## src/rtl/dmem_readout_ctrl_if.sv

```systemverilog
// dmem_readout_ctrl_if: control, data-memory and stream signals of the readout engine
interface dmem_readout_ctrl_if #(
    parameter int ADDR_W = 16,
    parameter int DATA_W = 16
);
    logic              start;
    logic [ADDR_W-1:0] start_addr;
    logic [ADDR_W-1:0] end_addr;
    logic [1:0]        addr_mux_select;
    logic [ADDR_W-1:0] ar_out;
    logic [DATA_W-1:0] dmem_rdata;
    logic [DATA_W-1:0] out_data;
    logic              out_valid;
    logic              out_ready;
    logic              busy;
    logic              done;
    logic [ADDR_W-1:0] word_count;
    modport master (
        input  start, start_addr, end_addr, dmem_rdata, out_ready,
        output addr_mux_select, ar_out, out_data, out_valid, busy, done, word_count
    );
    modport slave (
        output start, start_addr, end_addr, dmem_rdata, out_ready,
        input  addr_mux_select, ar_out, out_data, out_valid, busy, done, word_count
    );
endinterface

```

## src/rtl/dmem_readout_ctrl.sv

```systemverilog
// dmem_readout_ctrl: walks a data-memory window [start_addr, end_addr) and streams each word out
module dmem_readout_ctrl #(
    parameter int ADDR_W      = 16,
    parameter int DATA_W      = 16,
    parameter int MEM_LATENCY = 1
) (
    input logic clk,
    input logic RESET,
    dmem_readout_ctrl_if.master bus
);
    typedef enum logic [2:0] {IDLE, ADDR, WAIT, HOLD, DONE} state_t;
    localparam logic [ADDR_W-1:0] one = 1;
    state_t            state;
    logic [ADDR_W-1:0] addr;
    logic [ADDR_W-1:0] last;
    logic [2:0]        cnt;
    always_ff @(posedge clk) begin
        if (RESET) begin
            state               <= IDLE;
            addr                <= '0;
            last                <= '0;
            cnt                 <= '0;
            bus.addr_mux_select <= 2'd0;
            bus.ar_out          <= '0;
            bus.out_data        <= '0;
            bus.out_valid       <= 1'b0;
            bus.busy            <= 1'b0;
            bus.done            <= 1'b0;
            bus.word_count      <= '0;
        end else begin
            case (state)
                IDLE: begin
                    bus.done <= 1'b0;
                    if (bus.start) begin
                        addr           <= bus.start_addr;
                        last           <= bus.end_addr;
                        bus.word_count <= '0;
                        bus.busy       <= 1'b1;
                        state          <= (bus.start_addr >= bus.end_addr) ? DONE : ADDR;
                    end
                end
                ADDR: begin
                    bus.addr_mux_select <= 2'd2;
                    bus.ar_out          <= addr;
                    cnt                 <= MEM_LATENCY[2:0];
                    state               <= WAIT;
                end
                WAIT: begin
                    cnt <= cnt - 3'd1;
                    if (cnt == 3'd1) begin
                        bus.out_data  <= bus.dmem_rdata;
                        bus.out_valid <= 1'b1;
                        state         <= HOLD;
                    end
                end
                HOLD: begin
                    if (bus.out_ready) begin
                        bus.out_valid  <= 1'b0;
                        bus.word_count <= bus.word_count + one;
                        addr           <= (addr + one == last) ? addr : addr + one;
                        state          <= (addr + one == last) ? DONE : ADDR;
                    end
                end
                DONE: begin
                    bus.done            <= 1'b1;
                    bus.addr_mux_select <= 2'd0;
                    bus.busy            <= 1'b0;
                    state               <= IDLE;
                end
                default: state <= IDLE;
            endcase
        end
    end
endmodule

```

## src/flat_wrapper.sv

```systemverilog
// flat-port wrapper written by rule: the top's interface ports become plain ports
module dmem_readout_ctrl_flat 
#(
    parameter int ADDR_W      = 16,
    parameter int DATA_W      = 16,
    parameter int MEM_LATENCY = 1
)
  (clk, RESET, bus_start, bus_start_addr, bus_end_addr, bus_dmem_rdata, bus_out_ready, bus_addr_mux_select, bus_ar_out, bus_out_data, bus_out_valid, bus_busy, bus_done, bus_word_count);
  dmem_readout_ctrl_if #(.ADDR_W(ADDR_W), .DATA_W(DATA_W)) bus_i ();
  input logic clk;
  input logic RESET;
  input wire logic [$bits(bus_i.start)-1:0] bus_start;
  input wire logic [$bits(bus_i.start_addr)-1:0] bus_start_addr;
  input wire logic [$bits(bus_i.end_addr)-1:0] bus_end_addr;
  input wire logic [$bits(bus_i.dmem_rdata)-1:0] bus_dmem_rdata;
  input wire logic [$bits(bus_i.out_ready)-1:0] bus_out_ready;
  output wire logic [$bits(bus_i.addr_mux_select)-1:0] bus_addr_mux_select;
  output wire logic [$bits(bus_i.ar_out)-1:0] bus_ar_out;
  output wire logic [$bits(bus_i.out_data)-1:0] bus_out_data;
  output wire logic [$bits(bus_i.out_valid)-1:0] bus_out_valid;
  output wire logic [$bits(bus_i.busy)-1:0] bus_busy;
  output wire logic [$bits(bus_i.done)-1:0] bus_done;
  output wire logic [$bits(bus_i.word_count)-1:0] bus_word_count;
  assign bus_i.start = bus_start;
  assign bus_i.start_addr = bus_start_addr;
  assign bus_i.end_addr = bus_end_addr;
  assign bus_i.dmem_rdata = bus_dmem_rdata;
  assign bus_i.out_ready = bus_out_ready;
  assign bus_addr_mux_select = bus_i.addr_mux_select;
  assign bus_ar_out = bus_i.ar_out;
  assign bus_out_data = bus_i.out_data;
  assign bus_out_valid = bus_i.out_valid;
  assign bus_busy = bus_i.busy;
  assign bus_done = bus_i.done;
  assign bus_word_count = bus_i.word_count;
  dmem_readout_ctrl #(.ADDR_W(ADDR_W), .DATA_W(DATA_W), .MEM_LATENCY(MEM_LATENCY)) u_core (.clk(clk), .RESET(RESET), .bus(bus_i));
endmodule
```

## config.mk

```make
export PLATFORM = sky130hd
export DESIGN_NAME = dmem_readout_ctrl_flat
export DESIGN_NICKNAME = d
export VERILOG_FILES = /design/src/rtl/dmem_readout_ctrl_if.sv /design/src/rtl/dmem_readout_ctrl.sv /design/src/flat_wrapper.sv
export SDC_FILE = /design/constraint.sdc
export NUM_CORES = 1
export LEC_CHECK = 0
export CELL_PAD_IN_SITES_DETAIL_PLACEMENT = 1
export CELL_PAD_IN_SITES_GLOBAL_PLACEMENT = 2
export CORE_MARGIN = 1.5
export CORE_UTILIZATION = 29
export CTS_CLUSTER_DIAMETER = 120
export DETAILED_ROUTE_END_ITERATION = 10
export HOLD_SLACK_MARGIN = 0.03
export PLACE_DENSITY = 0.92
export SLEW_MARGIN = 15
export SYNTH_ARGS = -nofsm -noshare
export SYNTH_HDL_FRONTEND = slang
export SYNTH_SLANG_ARGS = --single-unit
```

## constraint.sdc

```tcl
create_clock -name clk -period 3.03 [get_ports clk]
set_input_delay 0.606 -clock clk [delete_from_list [all_inputs] [get_ports clk]]
set_output_delay 0.606 -clock clk [all_outputs]
set_load 0.1 [all_outputs]
```

==> run_summary.xml, run 1 <==
<?xml version="1.0" encoding="UTF-8"?>
<metrics>
  <group name="global_routing">
    <metric name="grt.overflow.total" unit="">0</metric>
    <metric name="globalRouteTotalUtil" unit="%">19.00</metric>
    <metric name="grt_first_pass_wirelength" unit="µm">26530</metric>
    <metric name="grt_max_degree" unit="">65</metric>
    <metric name="grt_antenna_before_repair" unit="">0</metric>
    <metric name="vias_in_the_first_global_route" unit="">5107</metric>
  </group>
  <group name="power">
    <metric name="net-switching-power" unit="mW">1.116</metric>
    <metric name="power.static_leakage" unit="nW">2.584</metric>
    <metric name="vdd_drop_max" unit="V">0.0002782</metric>
    <metric name="internal_portion_of_total_power" unit="mW">2.304</metric>
    <metric name="pwr-share-seq" unit="%">39.1</metric>
    <metric name="fraction_of_power_spent_switching_nets" unit="%">32.64</metric>
    <metric name="clock_share_of_power" unit="%">37.0</metric>
    <metric name="p_comb_share" unit="%">23.8</metric>
    <metric name="powerDensity" unit="nW/µm²">530.1</metric>
  </group>
  <group name="setup_path">
    <metric name="crit_slowest_cell" unit="">sky130_fd_sc_hd__or4_1</metric>
    <metric name="critical_path_peak_fanout" unit="">9</metric>
    <metric name="crit_chain" unit="">nand4_2 &gt; or4_1 &gt; o31ai_1 &gt; buf_4 &gt; nand3_1 &gt; nor4b_4 &gt; buf_4 &gt; nor2_2 &gt; a221oi_2</metric>
    <metric name="crit_arrival" unit="ns">3.13</metric>
    <metric name="path_buf_inv" unit="">2</metric>
    <metric name="worstPathRequired" unit="ns">3.29</metric>
    <metric name="timing.critical_path.to_type" unit="">flip-flop</metric>
    <metric name="worst_setup_path_start_kind" unit="">flip-flop</metric>
    <metric name="timing.critical_path.slowest_cell_delay" unit="ns">0.53</metric>
    <metric name="delay_heaviest_family_cp" unit="">simple AND/OR/NAND/NOR gates</metric>
    <metric name="path_class" unit="">reg -&gt; reg</metric>
    <metric name="critPathMostFrequentCell" unit="">sky130_fd_sc_hd__buf_4</metric>
  </group>
  <group name="die">
    <metric name="floorplan.die_area" unit="µm²">17510</metric>
    <metric name="core_region_area" unit="µm²">16470</metric>
    <metric name="top_level_ports" unit="">105</metric>
    <metric name="floorplan_row_count" unit="">47</metric>
    <metric name="fp.dieH" unit="µm">132.3</metric>
    <metric name="initial_utilization" unit="%">29.45</metric>
    <metric name="die_width" unit="µm">132.3</metric>
  </group>
  <group name="cts">
    <metric name="buffers_from_clock_root_to_sink_at_most" unit="">2</metric>
    <metric name="cts_root_buffer" unit="">sky130_fd_sc_hd__clkbuf_16</metric>
    <metric name="tritoncts" unit="">yes</metric>
    <metric name="cts-htree-levels" unit="">3</metric>
    <metric name="clock_insertion_delay_worst_skew" unit="ns">0.35</metric>
    <metric name="cts.clk_slew.worst_paths" unit="ns">0.07</metric>
    <metric name="ctsHoldBuffers" unit="">0</metric>
    <metric name="cts_made_buffers" unit="">9</metric>
    <metric name="cts.repair.resized" unit="">0</metric>
    <metric name="clkSinkCount" unit="">90</metric>
    <metric name="post_cts_repair_setup_buffers" unit="">0</metric>
  </group>
  <group name="yosys">
    <metric name="synth_compound_area_share" unit="%">18.37</metric>
    <metric name="post_synth_mux_area_share" unit="%">0.6192</metric>
    <metric name="synth_fa_ha_area_share" unit="%">5.160</metric>
    <metric name="mappedNetlistNets" unit="">698</metric>
    <metric name="postSynth.asyncResetShare" unit="%">0</metric>
    <metric name="post_synth_xor_area_fraction" unit="%">6.140</metric>
    <metric name="syn_inst" unit="">626</metric>
    <metric name="synth-edff-count" unit="">0</metric>
    <metric name="mappedNetlistArea" unit="µm²">4850</metric>
    <metric name="synth.lib_cells_used.distinct" unit="">59</metric>
    <metric name="ys_ff_latch" unit="">90</metric>
    <metric name="yosys.area_share.simple" unit="%">26.52</metric>
    <metric name="synth_sequential_area_ratio" unit="%">37.15</metric>
    <metric name="combinational_family_with_the_most_area_after_synthesis" unit="">simple AND/OR/NAND/NOR gates</metric>
    <metric name="yosys_most_used_dff" unit="">sky130_fd_sc_hd__dfxtp_1</metric>
    <metric name="yosysWarnings" unit="">0</metric>
    <metric name="syn_area_per_cell" unit="µm²">7.747</metric>
  </group>
  <group name="routing">
    <metric name="route.vias.total" unit="">4851</metric>
    <metric name="residual_drc_count" unit="">0</metric>
    <metric name="dr.first_iter.drc_count" unit="">223</metric>
    <metric name="drt_pass1_iterations" unit="">4</metric>
    <metric name="drt-wirelength-per-cell" unit="µm">17.01</metric>
    <metric name="drt_wl_total" unit="µm">16380</metric>
    <metric name="route.detailed.vias_per_inst" unit="">5.037</metric>
    <metric name="post_route_ant_nets" unit="">0</metric>
  </group>
  <group name="timing">
    <metric name="min_period" unit="ns">2.865</metric>
    <metric name="worst-slew-pin-transition" unit="ns">0.7278</metric>
    <metric name="report.final.setup_viol" unit="">0</metric>
    <metric name="min_period_over_period" unit="%">94.56</metric>
    <metric name="peak_freq" unit="MHz">349.0</metric>
    <metric name="tns" unit="ns">0</metric>
    <metric name="clock-skew-final" unit="ns">0.006034</metric>
    <metric name="final-hold-violation-count" unit="">0</metric>
    <metric name="max_slew_margin" unit="%">51.48</metric>
    <metric name="grt_setup_unrepaired" unit="">no</metric>
    <metric name="slew_violations" unit="">0</metric>
  </group>
  <group name="place">
    <metric name="port_buffers" unit="">103</metric>
    <metric name="place.gp.congestion" unit="">0.9383</metric>
    <metric name="numPlacedInstances" unit="">947</metric>
    <metric name="place_hpwl" unit="µm">12620</metric>
  </group>
  <group name="finish">
    <metric name="layout.filler_cells" unit="">2008</metric>
    <metric name="layout_area_growth_over_synthesis" unit="%">33.02</metric>
    <metric name="ff_latch_area" unit="µm²">1802</metric>
    <metric name="finish.cell_count_without_fillers" unit="">963</metric>
    <metric name="multi_input_area" unit="µm²">2759</metric>
    <metric name="most_common_cell_after_layout_fill_and_taps_aside" unit="">sky130_fd_sc_hd__nand2_1</metric>
    <metric name="drive_gt1_share" unit="%">16.15</metric>
    <metric name="antenna_diode_count" unit="">0</metric>
    <metric name="mostFrequentLayoutCells" unit="">sky130_fd_sc_hd__nand2_1 (131), sky130_fd_sc_hd__dfxtp_1 (90), sky130_fd_sc_hd__buf_4 (87), sky130_fd_sc_hd__a21oi_1 (82), sky130_fd_sc_hd__clkdlybuf4s50_1 (50)</metric>
    <metric name="design.final.nets" unit="">810</metric>
  </group>
  <group name="outcome">
    <metric name="outcome" unit="">finished clean</metric>
  </group>
  <group name="flow_run">
    <metric name="max_cap_violations" unit="">0</metric>
  </group>
  <group name="worst_hold_path">
    <metric name="worstHoldPathType" unit="">reg -&gt; reg</metric>
  </group>
</metrics>
path summary, 6_finish.rpt:
path                                           start              endpoint  slack (ns)  cells past startpoint
worst min-delay path            u_core.bus.ar_out[0]  u_core.bus.ar_out[0]        0.46                      2
worst min register to register  u_core.bus.ar_out[0]  u_core.bus.ar_out[0]        0.46                      2
worst max-delay path                  u_core.addr[5]       u_core.addr[11]        0.16                      9
worst max register to register        u_core.addr[5]       u_core.addr[11]        0.16                      9
power groups by stage:
stage	Combinational [mW]	Sequential, mW	Clock (mW)
2_1_floorplan	0.441	1.44	0
3_3_place_gp	0.793	1.36	0
3_5_place_dp	0.814	1.36	0
4_1_cts	0.818	1.34	1.29
5_1_grt	0.886	1.35	1.35
6_report	0.815	1.34	1.27
worst min-delay path: stages (launching register included):
cell and delay [ns]:
sky130_fd_sc_hd__dfxtp_1 0.31, sky130_fd_sc_hd__nand2_1 0.05, sky130_fd_sc_hd__a21oi_1 0.05
cells in the mapped netlist, types with 2 or more instances:
master,number,area [µm²]
sky130_fd_sc_hd__or4_1,2,15.01
sky130_fd_sc_hd__and3_1,9,56.30
sky130_fd_sc_hd__buf_2,3,15.01
sky130_fd_sc_hd__dfxtp_1,90,1802
sky130_fd_sc_hd__nand3_1,11,55.05
sky130_fd_sc_hd__nor2_1,44,165.2
sky130_fd_sc_hd__o21a_1,3,22.52
sky130_fd_sc_hd__nor3_1,13,65.06
sky130_fd_sc_hd__o21ai_0,21,105.1
sky130_fd_sc_hd__inv_1,28,105.1
sky130_fd_sc_hd__nor4_4,2,42.54
sky130_fd_sc_hd__nand3b_1,2,15.01
sky130_fd_sc_hd__buf_1,2,7.510
sky130_fd_sc_hd__or3_1,6,37.54
sky130_fd_sc_hd__nand2b_1,4,25.02
sky130_fd_sc_hd__a31oi_1,4,25.02
sky130_fd_sc_hd__a21oi_1,82,410.4
sky130_fd_sc_hd__o22ai_1,5,31.28
sky130_fd_sc_hd__buf_6,2,22.52
sky130_fd_sc_hd__nor4_1,6,37.54
sky130_fd_sc_hd__clkbuf_1,25,93.84
sky130_fd_sc_hd__mux2i_1,3,30.03
sky130_fd_sc_hd__nand2_1,131,491.7
sky130_fd_sc_hd__xor2_1,18,157.7
sky130_fd_sc_hd__and4_1,2,17.52
sky130_fd_sc_hd__nor4_2,2,25.02
sky130_fd_sc_hd__buf_4,6,45.04
sky130_fd_sc_hd__a211oi_1,5,37.54
sky130_fd_sc_hd__xnor2_1,16,140.1
sky130_fd_sc_hd__a21o_1,6,45.04
sky130_fd_sc_hd__nand4_1,12,75.07
sky130_fd_sc_hd__nand4_2,2,25.02
sky130_fd_sc_hd__o31ai_1,2,15.01
sky130_fd_sc_hd__nor2b_1,3,18.77
sky130_fd_sc_hd__ha_1,20,250.2
sky130_fd_sc_hd__a22oi_1,4,30.03
sky130_fd_sc_hd__o311ai_0,8,70.07
cell type report:
cell class | instances | area share, %
clock inverters | 7 | 1.649
inverters | 28 | 1.629
multi-input cells | 470 | 42.77
repair buffers | 139 | 18.27
clock buffers | 9 | 3.491
well taps | 220 | 4.267
flip-flops and latches | 90 | 27.93
registers in the layout, indices dropped and copies added, names as in the netlist:
register / cells
u_core.addr: 16
u_core.bus.ar_out: 16
u_core.bus.out_data: 16
u_core.bus.word_count: 16
u_core.last: 16
u_core.cnt: 3
u_core.state: 3
u_core.bus.addr_mux_select: 1
u_core.bus.busy: 1
u_core.bus.done: 1
u_core.bus.out_valid: 1
logic make-up after synthesis:
family	Yosys count
DFF	90
other	1
and+or+nand+nor	262
AOI/OAI and AO/OA	150
buffers and inverters	66
muxes	3
adders and majority gates	20
xor gates and xnor gates	34
metal layers:
layer	vias up	part of all wire [%]	global-route usage (%)
met3	21	4.8	3.845
met2	110	48	32.23
met1	2323	45	23.81
li1	2397	-	-
met5	-	0	0
met4	0	2.1	7.082
metrics by stage:
stage / hold WS, ns / setup slack (ns) / power (mW) / area (µm²) / utilization [%]
5_1_grt: 0.4825 / 0.01833 / 3.579 / 6451 / 39.18
6_report: 0.4606 / 0.1649 / 3.420 / 6451 / 39.18
3_3_place_gp: 0.4436 / 0.1438 / 2.153 / 6120 / 37.17
3_5_place_dp: 0.4549 / 0.05228 / 2.177 / 6120 / 37.17
2_1_floorplan: 0.4478 / 0.2425 / 1.880 / 4850 / -
4_1_cts: 0.4652 / 0.1728 / 3.446 / 6451 / 39.18
No activity file was read; power rests on OpenSTA's default activity.
==> inputs of run 2 (changes only) <==
- GPL_ROUTABILITY_DRIVEN: not set -> 0
==> run 2 against run 1 <==
  * Sequential power hardly changed
  * Maximum frequency rose by 0.70%
  * Via count grew 1.2%
  * Combinational power fell by 0.5%
  * Register-to-register slack improved by 0.02 ns
  * Total power fell by 0.45%
  * Hold slack got worse by 0.0023 ns
  * Clock-buffer cell count did not move
  * Sequential cell count unchanged
  * Cell count increased by 0.21%
  * Utilization grew 0.076 points
  * Global-route usage fell by 0.13 points
  * Largest cell class unchanged
  * Largest power group unchanged
==> run_summary.xml, run 2 (synthesized netlist as in run 1, its figures left out) <==
<?xml version="1.0" encoding="UTF-8"?>
<metrics>
  <group name="setup_path">
    <metric name="critPathLaunch" unit="">u_core.addr[5]</metric>
    <metric name="worst_setup_path_start_kind" unit="">flip-flop</metric>
    <metric name="reg2reg_depth" unit="">9</metric>
    <metric name="path_class" unit="">reg -&gt; reg</metric>
    <metric name="worstPathRequired" unit="ns">3.30</metric>
    <metric name="crit_arrival" unit="ns">3.11</metric>
    <metric name="timing.critical_path.to_type" unit="">flip-flop</metric>
    <metric name="worst-r2r-setup-slack" unit="ns">0.18</metric>
    <metric name="r2r-end" unit="">u_core.addr[11]</metric>
    <metric name="critical_path_peak_fanout" unit="">9</metric>
    <metric name="worstReg2RegStart" unit="">u_core.addr[5]</metric>
  </group>
  <group name="finish">
    <metric name="finish.cell_count_without_fillers" unit="">965</metric>
    <metric name="mostFrequentLayoutCells" unit="">sky130_fd_sc_hd__nand2_1 (131), sky130_fd_sc_hd__buf_4 (90), sky130_fd_sc_hd__dfxtp_1 (90), sky130_fd_sc_hd__a21oi_1 (82), sky130_fd_sc_hd__clkdlybuf4s50_1 (50)</metric>
    <metric name="drive_gt1_share" unit="%">16.64</metric>
    <metric name="design.final.nets" unit="">812</metric>
    <metric name="most_common_cell_after_layout_fill_and_taps_aside" unit="">sky130_fd_sc_hd__nand2_1</metric>
    <metric name="layout_area_growth_over_synthesis" unit="%">33.28</metric>
    <metric name="antenna_diode_count" unit="">0</metric>
    <metric name="utilization" unit="%">39.26</metric>
  </group>
  <group name="worst_hold_path">
    <metric name="worstHoldStart" unit="">u_core.bus.out_data[4]</metric>
    <metric name="hold_path_end" unit="">u_core.bus.out_data[4]</metric>
    <metric name="worstHoldPathType" unit="">reg -&gt; reg</metric>
    <metric name="min_delay_path_depth" unit="">2</metric>
  </group>
  <group name="die">
    <metric name="floorplan_row_count" unit="">47</metric>
    <metric name="fp.dieH" unit="µm">132.3</metric>
    <metric name="top_level_ports" unit="">105</metric>
    <metric name="floorplan.die_area" unit="µm²">17510</metric>
    <metric name="die_width" unit="µm">132.3</metric>
    <metric name="core_region_area" unit="µm²">16470</metric>
    <metric name="initial_utilization" unit="%">29.45</metric>
  </group>
  <group name="power">
    <metric name="clock_share_of_power" unit="%">37.0</metric>
    <metric name="fraction_of_power_spent_switching_nets" unit="%">32.47</metric>
    <metric name="power.static_leakage" unit="nW">2.589</metric>
    <metric name="powerDensity" unit="nW/µm²">526.7</metric>
    <metric name="internal_portion_of_total_power" unit="mW">2.299</metric>
    <metric name="power" unit="mW">3.404</metric>
    <metric name="pwr-share-seq" unit="%">39.2</metric>
    <metric name="net-switching-power" unit="mW">1.105</metric>
    <metric name="vdd_drop_max" unit="V">0.0003077</metric>
    <metric name="p_comb_share" unit="%">23.8</metric>
  </group>
  <group name="outcome">
    <metric name="outcome" unit="">finished clean</metric>
  </group>
  <group name="cts">
    <metric name="post_cts_repair_setup_buffers" unit="">0</metric>
    <metric name="cts_made_buffers" unit="">9</metric>
    <metric name="clkSinkCount" unit="">90</metric>
    <metric name="buffers_from_clock_root_to_sink_at_most" unit="">2</metric>
    <metric name="clock_insertion_delay_worst_skew" unit="ns">0.36</metric>
    <metric name="tritoncts" unit="">yes</metric>
    <metric name="cts-htree-levels" unit="">3</metric>
    <metric name="ctsHoldBuffers" unit="">0</metric>
    <metric name="cts_root_buffer" unit="">sky130_fd_sc_hd__clkbuf_16</metric>
    <metric name="cts.clk_slew.worst_paths" unit="ns">0.07</metric>
  </group>
  <group name="timing">
    <metric name="worst-slew-pin-transition" unit="ns">0.6467</metric>
    <metric name="min_period_over_period" unit="%">93.90</metric>
    <metric name="max_slew_margin" unit="%">56.77</metric>
    <metric name="peak_freq" unit="MHz">351.5</metric>
    <metric name="clock-skew-final" unit="ns">0.009050</metric>
    <metric name="grt_setup_unrepaired" unit="">no</metric>
    <metric name="final-hold-violation-count" unit="">0</metric>
    <metric name="tns" unit="ns">0</metric>
    <metric name="slew_violations" unit="">0</metric>
    <metric name="min_period" unit="ns">2.845</metric>
    <metric name="report.final.setup_viol" unit="">0</metric>
  </group>
  <group name="place">
    <metric name="numPlacedInstances" unit="">949</metric>
    <metric name="place_hpwl" unit="µm">12450</metric>
    <metric name="port_buffers" unit="">103</metric>
  </group>
  <group name="routing">
    <metric name="post_route_ant_nets" unit="">0</metric>
    <metric name="route.vias.total" unit="">4911</metric>
    <metric name="route.detailed.vias_per_inst" unit="">5.089</metric>
    <metric name="drt_wl_total" unit="µm">16100</metric>
    <metric name="dr.first_iter.drc_count" unit="">277</metric>
    <metric name="drt_pass1_iterations" unit="">4</metric>
    <metric name="drt-wirelength-per-cell" unit="µm">16.69</metric>
    <metric name="residual_drc_count" unit="">0</metric>
  </group>
  <group name="global_routing">
    <metric name="grt_antenna_before_repair" unit="">0</metric>
    <metric name="globalRouteTotalUtil" unit="%">18.88</metric>
    <metric name="vias_in_the_first_global_route" unit="">5300</metric>
    <metric name="grt_max_degree" unit="">43</metric>
    <metric name="grt.overflow.total" unit="">0</metric>
    <metric name="grt_first_pass_wirelength" unit="µm">26500</metric>
  </group>
  <group name="flow_run">
    <metric name="max_cap_violations" unit="">0</metric>
  </group>
</metrics>
[run 2: cell types whose count changed in the layout (fill, tap and decap cells not counted)]
| cell | delta |
|---|---|
| sky130_fd_sc_hd__inv_6 | -1 |
| sky130_fd_sc_hd__inv_8 | -1 |
| sky130_fd_sc_hd__o31ai_1 | -1 |
| sky130_fd_sc_hd__buf_12 | -1 |
| sky130_fd_sc_hd__buf_4 | +3 |
| sky130_fd_sc_hd__a21o_2 | +1 |
| sky130_fd_sc_hd__a21o_1 | -1 |
| sky130_fd_sc_hd__clkinv_8 | +1 |
| sky130_fd_sc_hd__o31ai_2 | +1 |
| sky130_fd_sc_hd__clkinvlp_4 | +1 |
[run 2: stage by stage]
| stage | setup WS [ns] | cell area (µm²) | hold slack, ns |
|---|---|---|---|
| 2_1_floorplan | 0.2425 | 4850 | 0.4478 |
| 3_5_place_dp | 0.01370 | 6122 | 0.4506 |
| 6_report | 0.1847 | 6464 | 0.4583 |
| 5_1_grt | 0.07201 | 6464 | 0.4813 |
| 4_1_cts | 0.1259 | 6457 | 0.4608 |
| 3_3_place_gp | 0.1291 | 6122 | 0.4435 |
[run 2: what timing repair did]
item | 4_1_cts | 5_1_grt
hold endpoints to repair | 0 | 0
gates resized for setup | 0 | 2
setup endpoints to repair | 0 | 10
[run 2: power by group through the flow]
stage | Combinational, mW | Sequential (mW) | Clock (mW)
after floorplan | 0.441 | 1.44 | 0
after global placement | 0.778 | 1.36 | 0
after detailed placement | 0.808 | 1.36 | 0
after CTS | 0.813 | 1.33 | 1.29
after global routing | 0.881 | 1.35 | 1.33
final | 0.811 | 1.33 | 1.26
[run 2: layout make-up]
class | instances | area (µm²)
inverter | 28 | 105.1
multi-input combinational | 470 | 2765
clock inverter | 7 | 110.1
timing repair buffer | 141 | 1181
clock buffer | 9 | 225.2
tap | 220 | 275.3
sequential | 90 | 1802
fill | 2020 | 10000
[run 2: critical path, stage by stage (launching register included)]
cell and delay, ns:
sky130_fd_sc_hd__dfxtp_1 0.41, sky130_fd_sc_hd__buf_4 0.16, sky130_fd_sc_hd__nand4_2 0.20, sky130_fd_sc_hd__nor4_2 0.36
sky130_fd_sc_hd__xnor2_1 0.16, sky130_fd_sc_hd__or4b_4 0.56, sky130_fd_sc_hd__nor4b_4 0.35, sky130_fd_sc_hd__buf_4 0.25
sky130_fd_sc_hd__nor2_2 0.06, sky130_fd_sc_hd__a221oi_2 0.24
[run 2: routing by layer]
metal	up-vias	global-route usage, %	wire length [µm]
li1	2401	-	-
met1	2359	22.86	7095
met2	124	32.64	7800
met3	27	3.230	810
met4	0	8.669	397
met5	-	0	0
[run 2: worst max path at each step]
stage | end | slack (ns) | cells after the start
floorplan | u_core.addr[2] | 0.24 | 9
global placement | u_core.bus.word_count[15] | 0.13 | 8
detailed placement | u_core.bus.word_count[13] | 0.01 | 8
CTS | u_core.addr[6] | 0.13 | 7
global route | u_core.addr[11] | 0.07 | 8
finish | u_core.addr[11] | 0.18 | 9
